File: config.mk
export PLATFORM = sky130hd
export DESIGN_NAME = fifo_search
export DESIGN_NICKNAME = d
export VERILOG_FILES = /design/src/rtl/fifo_search_pkg.sv /design/src/rtl/fifo_search_eng.sv /design/src/rtl/fifo_search.sv
export SDC_FILE = /design/constraint.sdc
export NUM_CORES = 1
export LEC_CHECK = 0
export BUFFER_PORTS_ARGS = -buffer_cell sky130_fd_sc_hd__buf_2
export CORE_ASPECT_RATIO = 1.25
export CORE_MARGIN = 1
export CORE_UTILIZATION = 55
export CTS_CLUSTER_SIZE = 16
export DETAILED_ROUTE_END_ITERATION = 7
export GPL_ROUTABILITY_DRIVEN = 0
export PLACE_DENSITY = 0.76
export RECOVER_POWER = 50
export SLEW_MARGIN = 20
export SYNTH_ARGS = -nofsm -noshare
export SYNTH_HDL_FRONTEND = slang
export SYNTH_SLANG_ARGS = --single-unit
export TNS_END_PERCENT = 100
File: constraint.sdc
create_clock -name clk -period 6.6 [get_ports clk]
set_input_delay 1.98 -clock clk [delete_from_list [all_inputs] [get_ports clk]]
set_output_delay 1.98 -clock clk [all_outputs]
set_load 0.005 [all_outputs]
File: src/rtl/fifo_search_pkg.sv
// fifo_search_pkg: shared types and helpers for the searchable FIFO.
package fifo_search_pkg;
    typedef enum logic {IDLE, SCAN} state_t;
    function automatic int clog2(input int v);
        int r = 0;
        while ((1 << r) < v) r++;
        return r;
    endfunction
endpackage

File: src/rtl/fifo_search_eng.sv
// fifo_search_eng: sequential masked-key scan over a snapshot of the FIFO window, one entry per cycle.
module fifo_search_eng
    import fifo_search_pkg::*;
#(
    parameter int DATA_WIDTH = 32,
    parameter int ADDR_WIDTH = 4
) (
    input  logic                  clk,
    input  logic                  rst,
    input  logic                  search_req,
    input  logic [DATA_WIDTH-1:0] search_key,
    input  logic [DATA_WIDTH-1:0] search_mask,
    input  logic [ADDR_WIDTH-1:0] head,
    input  logic [ADDR_WIDTH:0]   count,
    input  logic [DATA_WIDTH-1:0] rd_data,
    output logic [ADDR_WIDTH-1:0] rd_addr,
    output logic                  search_busy,
    output logic                  search_done,
    output logic                  search_hit,
    output logic [ADDR_WIDTH-1:0] search_idx
);
    state_t                state;
    logic [DATA_WIDTH-1:0] key, mask;
    logic [ADDR_WIDTH-1:0] base, off;
    logic [ADDR_WIDTH:0]   cnt;
    logic                  match, last;

    // Address wraps naturally modulo the memory depth.
    assign rd_addr     = base + off;
    assign match       = ((rd_data ^ key) & mask) == '0;
    assign last        = {1'b0, off} == cnt - 1'b1;
    assign search_busy = state == SCAN;

    always_ff @(posedge clk or negedge rst) begin
        if (!rst) begin
            state       <= IDLE;
            key         <= '0;
            mask        <= '0;
            base        <= '0;
            off         <= '0;
            cnt         <= '0;
            search_done <= 1'b0;
            search_hit  <= 1'b0;
            search_idx  <= '0;
        end else begin
            search_done <= 1'b0;
            if (state == IDLE) begin
                if (search_req) begin
                    key        <= search_key;
                    mask       <= search_mask;
                    base       <= head;
                    cnt        <= count;
                    off        <= '0;
                    search_hit <= 1'b0;
                    search_idx <= '0;
                    if (count == '0) search_done <= 1'b1;
                    else state <= SCAN;
                end
            end else if (match || last) begin
                state       <= IDLE;
                search_done <= 1'b1;
                search_hit  <= match;
                search_idx  <= match ? off : '0;
            end else begin
                off <= off + 1'b1;
            end
        end
    end
endmodule

File: src/rtl/fifo_search.sv
// fifo_search: synchronous FIFO with level/almost flags, sticky error flags and a content-search engine.
module fifo_search
    import fifo_search_pkg::*;
#(
    parameter int DATA_WIDTH    = 32,
    parameter int ADDR_WIDTH    = 4,
    parameter int AFULL_THRESH  = 12,
    parameter int AEMPTY_THRESH = 2
) (
    input  logic                  clk,
    input  logic                  rst,
    input  logic                  wren,
    input  logic [DATA_WIDTH-1:0] wdat,
    input  logic                  rden,
    output logic [DATA_WIDTH-1:0] rdat,
    output logic                  rvld,
    output logic                  full,
    output logic                  empty,
    output logic                  almost_full,
    output logic                  almost_empty,
    output logic [ADDR_WIDTH:0]   level,
    output logic                  ovf,
    output logic                  udf,
    input  logic                  search_req,
    input  logic [DATA_WIDTH-1:0] search_key,
    input  logic [DATA_WIDTH-1:0] search_mask,
    output logic                  search_busy,
    output logic                  search_done,
    output logic                  search_hit,
    output logic [ADDR_WIDTH-1:0] search_idx
);
    localparam int DEPTH = 2 ** ADDR_WIDTH;
    localparam logic [ADDR_WIDTH:0] AF = (ADDR_WIDTH + 1)'(AFULL_THRESH);
    localparam logic [ADDR_WIDTH:0] AE = (ADDR_WIDTH + 1)'(AEMPTY_THRESH);

    logic [DATA_WIDTH-1:0] mem [DEPTH];
    logic [ADDR_WIDTH:0]   wr_ptr, rd_ptr;
    logic [ADDR_WIDTH-1:0] eng_addr;
    logic                  push, pop;

    assign full         = (wr_ptr[ADDR_WIDTH] != rd_ptr[ADDR_WIDTH]) && (wr_ptr[ADDR_WIDTH-1:0] == rd_ptr[ADDR_WIDTH-1:0]);
    assign empty        = wr_ptr == rd_ptr;
    assign level        = wr_ptr - rd_ptr;
    assign almost_full  = level >= AF;
    assign almost_empty = level <= AE;
    assign push         = wren & ~full;
    // Pops are frozen while scanning so the snapshot window cannot move.
    assign pop          = rden & ~empty & ~search_busy;

    always_ff @(posedge clk) begin
        if (push) mem[wr_ptr[ADDR_WIDTH-1:0]] <= wdat;
    end

    always_ff @(posedge clk or negedge rst) begin
        if (!rst) begin
            wr_ptr <= '0;
            rd_ptr <= '0;
            rdat   <= '0;
            rvld   <= 1'b0;
            ovf    <= 1'b0;
            udf    <= 1'b0;
        end else begin
            wr_ptr <= wr_ptr + (ADDR_WIDTH + 1)'(push);
            rd_ptr <= rd_ptr + (ADDR_WIDTH + 1)'(pop);
            rdat   <= pop ? mem[rd_ptr[ADDR_WIDTH-1:0]] : '0;
            rvld   <= pop;
            ovf    <= ovf | (wren & full);
            udf    <= udf | (rden & empty & ~search_busy);
        end
    end

    fifo_search_eng #(.DATA_WIDTH(DATA_WIDTH), .ADDR_WIDTH(ADDR_WIDTH)) u_eng (
        .clk         (clk),
        .rst         (rst),
        .search_req  (search_req),
        .search_key  (search_key),
        .search_mask (search_mask),
        .head        (rd_ptr[ADDR_WIDTH-1:0]),
        .count       (level),
        .rd_data     (mem[eng_addr]),
        .rd_addr     (eng_addr),
        .search_busy (search_busy),
        .search_done (search_done),
        .search_hit  (search_hit),
        .search_idx  (search_idx)
    );
endmodule

---- Word-level counts from Yosys, hierarchy flattened ----
Memory sizes are Yosys's and may differ from the RTL's.
Index checks and enable logic that the tools add are counted.
operators by class
  add/sub/neg operators ................... 6
  magnitude comparators ................... 2
  eq/ne operators ......................... 6
  multiplexer cells ....................... 20
  bitwise gates (word level) .............. 13
  reduce and logical (&&, ||, !) cells .... 8
operator list
  operator                                                                              count
  32-bit AND                                                                            1
  32-bit logical NOT                                                                    1
  32-bit 2-to-1 mux                                                                     1
  32-bit XOR                                                                            1
  4-bit 2-to-1 mux                                                                      6
  1-bit 2-to-1 mux                                                                      13
  5-bit by 1-bit adder with 5-bit output                                                2
  1-bit AND                                                                             6
  2-bit AND reduction                                                                   3
  4-bit by 5-bit == test with 1-bit output                                              1
  5-bit == test                                                                         1
  5-bit by 4-bit greater-or-equal comparator with 1-bit output (second input constant)  1
  5-bit by 2-bit less-or-equal comparator with 1-bit output (second input constant)     1
  5-bit logical NOT                                                                     1
  5-bit by 1-bit subtractor with 5-bit output (second input constant)                   1
  5-bit subtractor                                                                      1
  4-bit by 1-bit adder with 4-bit output (second input constant)                        1
  4-bit adder                                                                           1
  4-bit == test                                                                         1
  2-bit inequality test (second input constant)                                         2
  1-bit inverter                                                                        3
  1-bit bitwise OR                                                                      2
  2-bit nonzero test                                                                    1
  1-bit logical AND                                                                     1
  other kinds (2)                                                                       2
word-level totals
  register bits after elaboration ......... 129
  RAM bits ................................ 512
  output and inout bits ................... 51
  logic and storage cells ................. 71
  memories ................................ 1
memory list
  memory  words  width  rd ports  clocked after Yosys merged registers in  write ports  line               RTL
  mem     16     32     2         0                                        1            fifo_search.sv:36  logic [DATA_WIDTH-1:0] mem [DEPTH];

---- Logic depth before layout (Yosys ltp) ----
Gate-level depths: netlist of run 1.
An unclocked memory read counts as a cell.
  depth after elaboration ................. 8
  gate-level depth with buffers ........... 16
  depth with buffers taken out ............ 12

---- By module ----
Synthesis of run 1 repeated with hierarchy kept, for this count alone.
unflattened totals
  cells, all modules ...................... 1606
  area, all modules ....................... 28619.9 µm²
modules (own cells, without submodules)
  module           times used  cells an instance  area each (µm²)
  fifo_search      1           1167               24687.4
  fifo_search_eng  1           439                3932.5

---- Least setup slack after synthesis of run 1 ----
Ideal clock, no wire load.
  path kind ............................... input -> register
  start ................................... in wren
  end ..................................... mem mem[0][0] (enable)
  library setup time ...................... 0.461 ns
  arrival ................................. 4.640 ns
  data required time ...................... 6.139 ns
  slack ................................... 1.499 ns
  stages .................................. 3
  cell sequence ........................... nand2b_1 > or3_1 > nor3_1
between the ends
  longest elaborated chain between the ends .. 3
ends and longest elaborated chain
  item                                    line               RTL
  start: declaration                      fifo_search.sv:12  input logic wren,
  1-bit AND                               fifo_search.sv:46  assign push = wren & ~full;
  1-bit 2-to-1 mux                        fifo_search.sv:51  if (push) mem[wr_ptr[ADDR_WIDTH-1:0]] <= wdat;
  1-bit 2-to-1 mux (implied by the code)  fifo_search.sv:51
  end: declaration                        fifo_search.sv:36
Every way passes these cells.

---- Final worst setup path of run 1 ----
  start ................................... reg rd_ptr[0]
  end ..................................... out almost_empty
between the ends
  longest elaborated chain between the ends .. 2
ends and longest elaborated chain
  item                                                       line               RTL
  start: declaration                                         fifo_search.sv:37  logic [ADDR_WIDTH:0] wr_ptr, rd_ptr;
  start signal: assignment                                   fifo_search.sv:64  rd_ptr <= rd_ptr + (ADDR_WIDTH + 1)'(pop);
  5-bit subtractor                                           fifo_search.sv:43  assign level = wr_ptr - rd_ptr;
  5-bit by 2-bit less-or-equal comparator with 1-bit output  fifo_search.sv:45  assign almost_empty = level <= AE;
  end: declaration                                           fifo_search.sv:20  output logic almost_empty,
Every way passes these cells.

==> results.yml, run 1 <==
floorplanning:
  num_io_pins: 152
  num_rows: 94
  die_width_um: 210
  dieArea_um2: 54900
  start_util_pct: 56.0
  core_um2: 52900
  die_h_um: 262
setup_path:
  r2r-start: "u_eng.off[0]"
  crit_buf_inv: 2
  reg2reg_to: "u_eng.search_idx[0]"
  critPathLaunchType: "register"
  critical_path.max_stage_delay_ps: 720
  r2r_slack_ps: 1450
  cpMaxStageDelayCell: "dfrtp_4"
  endpoint_kind: "output pin"
  crit_path_cell_trace: "ha_1 > fa_1 > nor2b_1 > o21ai_0 > nand2b_1 > xor2_1 > inv_1 > nor3_1 > a21boi_0 > buf_2"
  crit_fanout: 31
  worst_r2r_path_depth: 11
  crit_type: "reg -> out"
  critical_path.top_delay_family: "adder cells"
  crit_arrival_ps: 3230
  required_ps: 4620
grt:
  antenna_found_initial: 2
  grt_pass1_wl_um: 118000
  grt_usage_pct: 30.0
  use_met3_pct: 6.05
  gr-usage-met2_pct: 48.3
  grt-ovfl-total: 0
  globalRoute.busiestLayer: "met2"
  grt_use_met1_pct: 40.5
  grt_pass1_vias: 18000
  grt_start_max_net_pins: 95
clock_network:
  clock_path_buffers: 3
  holdBufCountCts: 0
  cts_resized: 0
  cts_max_level: 2
  cts_tree: "yes"
  post_cts_buffers: 0
  clk_latency_ps: 630
  root_buffer: "clkbuf_16"
  numCtsBuffers: 61
  clock-sinks: 641
  path_clk_slew_ps: 60
routing:
  ant_nets: 0
  routed_wl_um: 79700
  drc: 0
  avgRoutedWirePerCell_um: 30.7
  vias: 17500
  vias_per_cell: 6.76
  dr.pass1.iters: 5
  drtIter0Drc: 2101
sta:
  fin_tns_setup_ps: 0
  fin_crit_sh_pct: 79.0
  slew_violations: 129
  tightest_slew_ps: 2640
  period_needed_ps: 5210
  setup_viol: 0
  slew_headroom_pct: -76.0
  skew_ps: 20.7
  final_hold_viol_count: 0
  rsz0062_at_grt: "false"
  max_freq_mhz: 192
  fin_ws_ps: 1390
final_layout:
  layout_commonest_cell: "edfxtp_1"
  fillers: 3644
  final_cell_mix: "edfxtp_1, mux4_2, nand2_1"
  final_layout_size_suffix_gt1_share_pct: 28.9
  area_growth_pct: 11.6
  layout.nets: 1984
power_and_ir_drop:
  power.density_nw_per_um2: 576
  power.leakage_nw: 11.8
  vdd_drop_max_mv: 0.479
logic_synthesis:
  syn_area_um2: 29700
  syn_area_per_cell_um2: 17.3
  synth-edff-count: 512
  async_flop_share_pct: 20.1
  ys.flop_type: "edfxtp_1"
  synth_cell_type_count: 68
  ys_seq_elements: 641
  syn_inst: 1717
  ys_seq_area_share_pct: 62.7
  syn-num-nets: 1833
  yosys_warnings: 0
status:
  status: "finished, violations left"
  violations: "capacitance limit, slew limit"
min_path:
  hold_depth: 1
  hp-class: "reg -> reg"
  min_from: "udf"
  min_to: "udf"
job:
  max_cap_violations: 2
placement:
  dpl.hpwl_um: 49200
  port_buffers: 151
  pre_cts_ws_ps: 1670
==> routing by layer <==
metal	part of all wire (%)	up-vias
met3	11	193
met2	48	1100
met1	37	9084
li1	-	7137
met4	4.5	2
met5	0.016	-
==> synth_stat cells, types with 4 or more instances <==
cell type / number / area share [%]
o211ai_1: 7 / 0.18
mux4_2: 267 / 20
o22ai_1: 4 / 0.084
nor2b_1: 42 / 0.89
and2_1: 6 / 0.13
nand3b_1: 4 / 0.10
buf_6: 16 / 0.61
a21oi_1: 11 / 0.19
and3_1: 8 / 0.17
a32oi_1: 11 / 0.32
buf_4: 12 / 0.30
a22oi_1: 7 / 0.18
edfxtp_1: 512 / 52
dfrtp_1: 129 / 11
nand4_1: 11 / 0.23
buf_2: 13 / 0.22
nor2_1: 20 / 0.25
mux2i_1: 82 / 2.8
xor2_1: 16 / 0.47
nor3_1: 14 / 0.24
ha_1: 13 / 0.55
o21ai_0: 19 / 0.32
xnor2_1: 60 / 1.8
nand2_1: 259 / 3.3
inv_1: 15 / 0.19
nand3_1: 23 / 0.39
nor3b_1: 13 / 0.33
buf_1: 25 / 0.32
clkbuf_1: 36 / 0.46
a22o_1: 5 / 0.15
==> flip-flops by register name (all words and copies together) (netlist names) <==
| name | cells |
|---|---|
| u_eng.off | 4 |
| u_eng.key | 32 |
| u_eng.search_hit | 1 |
| mem | 512 |
| u_eng.search_idx | 4 |
| rd_ptr | 5 |
| u_eng.search_done | 1 |
| rvld | 1 |
| u_eng.cnt | 5 |
| rdat | 32 |
| wr_ptr | 5 |
| ovf | 1 |
| u_eng.mask | 32 |
| udf | 1 |
| u_eng.base | 4 |
| u_eng.search_busy | 1 |
==> worst max-delay path by stage <==
stage	start	endpoint	depth (start not counted)
after floorplan	wren	mem[0][0]	3
after global placement	u_eng.off[0]	u_eng.search_idx[1]	11
after detailed placement	u_eng.off[0]	u_eng.search_idx[0]	11
after CTS	rd_ptr[0]	almost_empty	10
after global routing	rd_ptr[0]	almost_empty	10
final	rd_ptr[0]	almost_empty	10
==> final cells by class <==
| class | instances | area [µm²] | area share [%] |
|---|---|---|---|
| clock inverters | 21 | 178 | 0.536 |
| well taps | 672 | 841 | 2.54 |
| repair buffers | 191 | 1030 | 3.12 |
| flip-flops and latches | 641 | 18600 | 56.2 |
| clock buffers | 94 | 1800 | 5.44 |
| diodes | 1 | 2.50 | 0.00756 |
| inverters | 17 | 63.8 | 0.193 |
| multi-input cells | 956 | 10600 | 32.0 |
==> power breakdown <==
part           internal [mW]  total, mW  switching (mW)  leakage (nW)
clock                   1.96       3.47            1.51         0.973
sequential              5.03       5.66           0.632          6.28
combinational           4.52       9.95            5.43          4.51
total                   11.5       19.1            7.57          11.8
==> logic make-up (layout without fill, tap and decap cells) <==
logic type	after synthesis	after routing	share of synthesized area (%)
other cells	0	1	0
fa+ha+maj	15	15	0.683
simple gates	416	416	6.46
flops	641	641	62.7
compound gates	95	95	2.41
mux	353	353	23.2
xor+xnor	77	77	2.30
buf+inv	120	323	2.18
==> metrics by stage <==
stage	utilization (%)	total power, mW	hold slack, ps	cells	cell area [µm²]
floorplan	-	12.8	447	1717	29700
global placement	58.9	15.4	434	2477	31200
detailed placement	58.9	15.6	454	2477	31200
CTS	62.7	19.1	468	2592	33200
global route	62.6	19.9	502	2593	33100
finish	62.6	19.1	465	2593	33100
No activity file was read; power rests on OpenSTA's default activity.
==> run 2, diff against run 1 <==
--- a/config.mk
+++ b/config.mk
@@ -12,7 +12,7 @@
 export CTS_CLUSTER_SIZE = 16
 export DETAILED_ROUTE_END_ITERATION = 7
 export GPL_ROUTABILITY_DRIVEN = 0
-export PLACE_DENSITY = 0.76
+export PLACE_DENSITY = 0.79
 export RECOVER_POWER = 50
 export SLEW_MARGIN = 20
 export SYNTH_ARGS = -nofsm -noshare
==> constraint.sdc (replaced) <==
create_clock -name clk -period 4.4 [get_ports clk]
set_input_delay 1.32 -clock clk [delete_from_list [all_inputs] [get_ports clk]]
set_output_delay 1.32 -clock clk [all_outputs]
set_load 0.005 [all_outputs]
==> results.yml, run 2 (synthesized netlist as in run 1, its figures left out) <==
grt:
  globalRoute.busiestLayer: "met2"
  grt-ovfl-total: 0
  use_met3_pct: 4.92
  grt_start_max_net_pins: 69
  grt_pass1_vias: 17700
  grt_usage_pct: 29.0
  gr-usage-met2_pct: 47.9
  grt_use_met1_pct: 37.6
  grt_pass1_wl_um: 114000
  antenna_found_initial: 5
routing:
  vias: 17600
  vias_per_cell: 6.72
  routed_wl_um: 78000
  drc: 0
  dr.pass1.iters: 5
  avgRoutedWirePerCell_um: 29.8
  drtIter0Drc: 2244
  ant_nets: 0
floorplanning:
  die_h_um: 262
  dieArea_um2: 54900
  core_um2: 52900
  start_util_pct: 56.0
  die_width_um: 210
  num_io_pins: 152
  num_rows: 94
setup_path:
  crit_arrival_ps: 4810
  critPathLaunchType: "register"
  crit_type: "reg -> reg"
  required_ps: 4910
  crit_fanout: 25
  endpoint_kind: "register"
min_path:
  hp-class: "reg -> reg"
final_layout:
  final_area_um2: 33500
  final_cell_mix: "edfxtp_1, mux4_2, nand2_1"
  final_layout_size_suffix_gt1_share_pct: 30.2
  layout_commonest_cell: "edfxtp_1"
  area_growth_pct: 13.0
  largest_register_ff_count: 512
  layout.nets: 2008
power_and_ir_drop:
  p_int_mw: 17.9
  vdd_drop_max_mv: 0.800
  switching_power_mw: 11.5
  p_seq_share_pct: 28.3
  switching_share_pct: 39.1
  combPwrFrac_pct: 53.7
  power.leakage_nw: 12.0
  p_clk_share_pct: 18.0
  power.density_nw_per_um2: 879
sta:
  rsz0062_at_grt: "true"
  final_hold_viol_count: 0
  skew_ps: 14.4
  setup_viol: 0
  timing.hold.ws_ps: 458
  period_needed_ps: 4300
  slew_headroom_pct: -35.3
  tightest_slew_ps: 2030
  slew_violations: 158
  max_freq_mhz: 233
  fin_crit_sh_pct: 97.7
  fin_tns_setup_ps: 0
clock_network:
  cts_max_level: 2
  clock_path_buffers: 3
  path_clk_slew_ps: 70
  clk_latency_ps: 630
  root_buffer: "clkbuf_16"
  numCtsBuffers: 58
  cts_tree: "yes"
  clock-sinks: 641
  post_cts_buffers: 0
  holdBufCountCts: 0
job:
  max_cap_violations: 3
status:
  violations: "capacitance limit, slew limit"
  status: "finished, violations left"
placement:
  dpl.hpwl_um: 48000
  port_buffers: 151
  postPlaceCellArea_um2: 31500
==> run 2: final timing paths <==
path                         startpoint             endpoint  slack (ps)  cells past startpoint
max                        u_eng.off[0]  u_eng.search_idx[1]         100                     12
min                                 ovf                  ovf         460                      1
max reg2reg                u_eng.off[0]  u_eng.search_idx[1]         100                     12
min reg2reg                         ovf                  ovf         460                      1
max in group asynchronous           rst              rdat[7]         610                      2
min in group asynchronous           rst            wr_ptr[0]        1230                      1
==> run 2: metal layers <==
| metal | wire (µm) | share of wire [%] | vias to the layer above |
|---|---|---|---|
| li1 | - | - | 7180 |
| met1 | 27600 | 35 | 8992 |
| met2 | 38100 | 49 | 1143 |
| met3 | 7770 | 10 | 253 |
| met4 | 4480 | 5.7 | 6 |
| met5 | 43 | 0.055 | - |
==> run 2: area by class of cell <==
type / instances / area (µm²)
sequential: 641 / 18600
clock buffer: 75 / 1620
clock inverter: 35 / 409
antenna: 2 / 5.00
multi-input combinational: 956 / 10600
tap: 672 / 841
timing repair buffer: 218 / 1360
inverter: 17 / 63.8
fill: 3525 / 19400
==> run 2: metrics by stage <==
stage / utilization [%] / power [mW] / std cells / setup slack, ps
3_3_place_gp: 59.6 / 23.7 / 2504 / 25.2
3_5_place_dp: 59.6 / 23.9 / 2504 / -48.0
5_1_grt: 63.3 / 30.6 / 2616 / -31.0
2_1_floorplan: - / 19.2 / 1717 / 449
4_1_cts: 63.4 / 29.4 / 2614 / 64.1
6_report: 63.3 / 29.5 / 2616 / 101
==> run 2: what timing repair did <==
action / CTS / global route
gates resized for setup: 2 / 7
cloned: 0 / 0
setup endpoints to repair: 9 / 10
==> run 2: critical path, stage by stage (launching register included) <==
cell	delay [ps]
dfrtp_1	410
ha_4	180
fa_4	850
buf_12	230
mux4_2	330
mux2i_1	450
xnor2_1	210
a22o_1	290
a211oi_2	190
o211ai_1	110
and4bb_4	420
a31oi_4	110
a311o_1	380
==> run 2: power by group through the flow <==
stage | clock network [mW] | registers [mW] | logic [mW]
after floorplan | 0 | 8.12 | 11.1
after global placement | 0 | 8.36 | 15.3
after detailed placement | 0 | 8.41 | 15.5
after CTS | 5.35 | 8.30 | 15.7
after global routing | 5.55 | 8.40 | 16.6
final | 5.31 | 8.34 | 15.8
==> run 3, diff against run 2 <==
--- a/config.mk
+++ b/config.mk
@@ -8,11 +8,11 @@
 export BUFFER_PORTS_ARGS = -buffer_cell sky130_fd_sc_hd__buf_2
 export CORE_ASPECT_RATIO = 1.25
 export CORE_MARGIN = 1
-export CORE_UTILIZATION = 55
+export CORE_UTILIZATION = 33
 export CTS_CLUSTER_SIZE = 16
 export DETAILED_ROUTE_END_ITERATION = 7
 export GPL_ROUTABILITY_DRIVEN = 0
-export PLACE_DENSITY = 0.79
+export PLACE_DENSITY = 0.53
 export RECOVER_POWER = 50
 export SLEW_MARGIN = 20
 export SYNTH_ARGS = -nofsm -noshare
==> results.yml, run 3 (synthesized netlist as in run 1, its figures left out) <==
sta:
  slew_violations: 95
  final_hold_viol_count: 0
  tightest_slew_ps: 2040
  setup_viol: 0
  rsz0062_at_grt: "false"
  fin_tns_setup_ps: 0
  slew_headroom_pct: -35.7
  period_needed_ps: 4230
  max_freq_mhz: 236
  fin_crit_sh_pct: 96.2
  skew_ps: 28.3
setup_path:
  crit_arrival_ps: 2910
  crit_type: "reg -> out"
  cp-endpoint: "almost_empty"
  crit_start: "rd_ptr[0]"
  crit_fanout: 3
  worst_r2r_path_depth: 13
  reg2reg_to: "u_eng.search_idx[1]"
  required_ps: 3080
  endpoint_kind: "output pin"
  critPathLaunchType: "register"
  r2r-start: "u_eng.off[0]"
  r2r_slack_ps: 230
power_and_ir_drop:
  combPwrFrac_pct: 54.0
  switching_share_pct: 39.5
  p_seq_share_pct: 27.2
  power.density_nw_per_um2: 884
  vdd_drop_max_mv: 0.573
  p_int_mw: 18.5
  p_clk_share_pct: 18.8
  power.leakage_nw: 12.1
  switching_power_mw: 12.1
floorplanning:
  dieArea_um2: 91100
  start_util_pct: 33.4
  core_um2: 88800
  num_rows: 122
  die_h_um: 337
  die_width_um: 270
  num_io_pins: 152
clock_network:
  holdBufCountCts: 0
  numCtsBuffers: 67
  cts_max_level: 3
  clk_latency_ps: 620
  path_clk_slew_ps: 60
  clock_path_buffers: 3
  cts_tree: "yes"
  root_buffer: "clkbuf_16"
  clock-sinks: 641
placement:
  port_buffers: 151
  postPlaceCellArea_um2: 32500
  dpl.hpwl_um: 55500
final_layout:
  area_growth_pct: 16.8
  final_layout_size_suffix_gt1_share_pct: 30.5
  final_area_um2: 34600
  final_cell_mix: "edfxtp_1, mux4_2, nand2_1"
  largest_register_ff_count: 512
  layout_commonest_cell: "edfxtp_1"
  layout.nets: 2033
routing:
  routed_wl_um: 90000
  drc: 0
  drtIter0Drc: 1524
  dr.pass1.iters: 5
  vias_per_cell: 5.44
  vias: 17100
  avgRoutedWirePerCell_um: 28.6
  ant_nets: 0
grt:
  grt_usage_pct: 19.9
  grt_pass1_vias: 18200
  antenna_found_initial: 9
  grt-ovfl-total: 0
  grt_start_max_net_pins: 90
  grt_pass1_wl_um: 130000
min_path:
  hp-class: "reg -> reg"
status:
  violations: "capacitance limit, slew limit"
  status: "finished, violations left"
job:
  max_cap_violations: 2
## run 3: cell types whose count changed in the layout (fill, tap and decap cells not counted), sizes merged
cell,previous run,this run
buf,184,187
bufinv,8,6
clkbuf,109,136
clkinv,24,20
diode,2,1
inv,16,22
## run 3: worst min path at each step
stage                                 to  cells after the start      startpoint
after floorplan           u_eng.mask[27]                      2  u_eng.mask[27]
after global placement               ovf                      1             ovf
after detailed placement             ovf                      1             ovf
after CTS                            ovf                      1             ovf
after global routing                 ovf                      1             ovf
final                                ovf                      1             ovf
## run 3: per-layer routing
layer / global-route usage (%) / routed length, µm
met1: 25.8 / 37400
met2: 33.3 / 44200
met3: 3.44 / 5250
met4: 7.62 / 3140
met5: 0 / 61
## run 3: what timing repair did
item / in CTS / in global routing
pin swaps: 0 / 0
gates resized for setup: 1 / 5
setup endpoints to repair: 1 / 12
setup buffers: 0 / 1
## run 3: worst max-delay path, stage by stage (launching register included)
cell and delay [ps]:
dfrtp_4 490, ha_1 230, fa_1 420, nor2b_1 130
o21ai_0 80, nand2b_1 110, xor2_2 210, inv_1 90
nor3_2 200, a21boi_0 190, buf_2 140
## run 3: area by class of cell
type	count	area, µm²
fill	8129	54200
sequential	641	18600
multi-input combinational	956	10600
clock buffer	89	1840
timing repair buffer	234	1670
tap	1178	1470
clock inverter	35	360
inverter	17	63.8
antenna	1	2.50
## run 3: through the flow
step | instances | total power, mW | setup WS, ps | util [%] | hold slack (ps)
floorplan | 1717 | 19.2 | 449 | - | 447
global placement | 3025 | 25.0 | 103 | 36.6 | 433
detailed placement | 3025 | 25.1 | 78.0 | 36.6 | 439
global route | 3151 | 32.0 | 3.10 | 39.0 | 486
CTS | 3149 | 30.9 | 19.6 | 39.1 | 453
finish | 3151 | 30.6 | 167 | 39.0 | 449
## run 3: power by group through the flow
stage	sequential, mW	combinational (mW)	clock (mW)
after floorplan	8.12	11.1	0
after global placement	8.38	16.6	0
after detailed placement	8.41	16.7	0
after CTS	8.30	16.7	5.89
after global routing	8.41	17.5	6.10
final	8.32	16.5	5.77
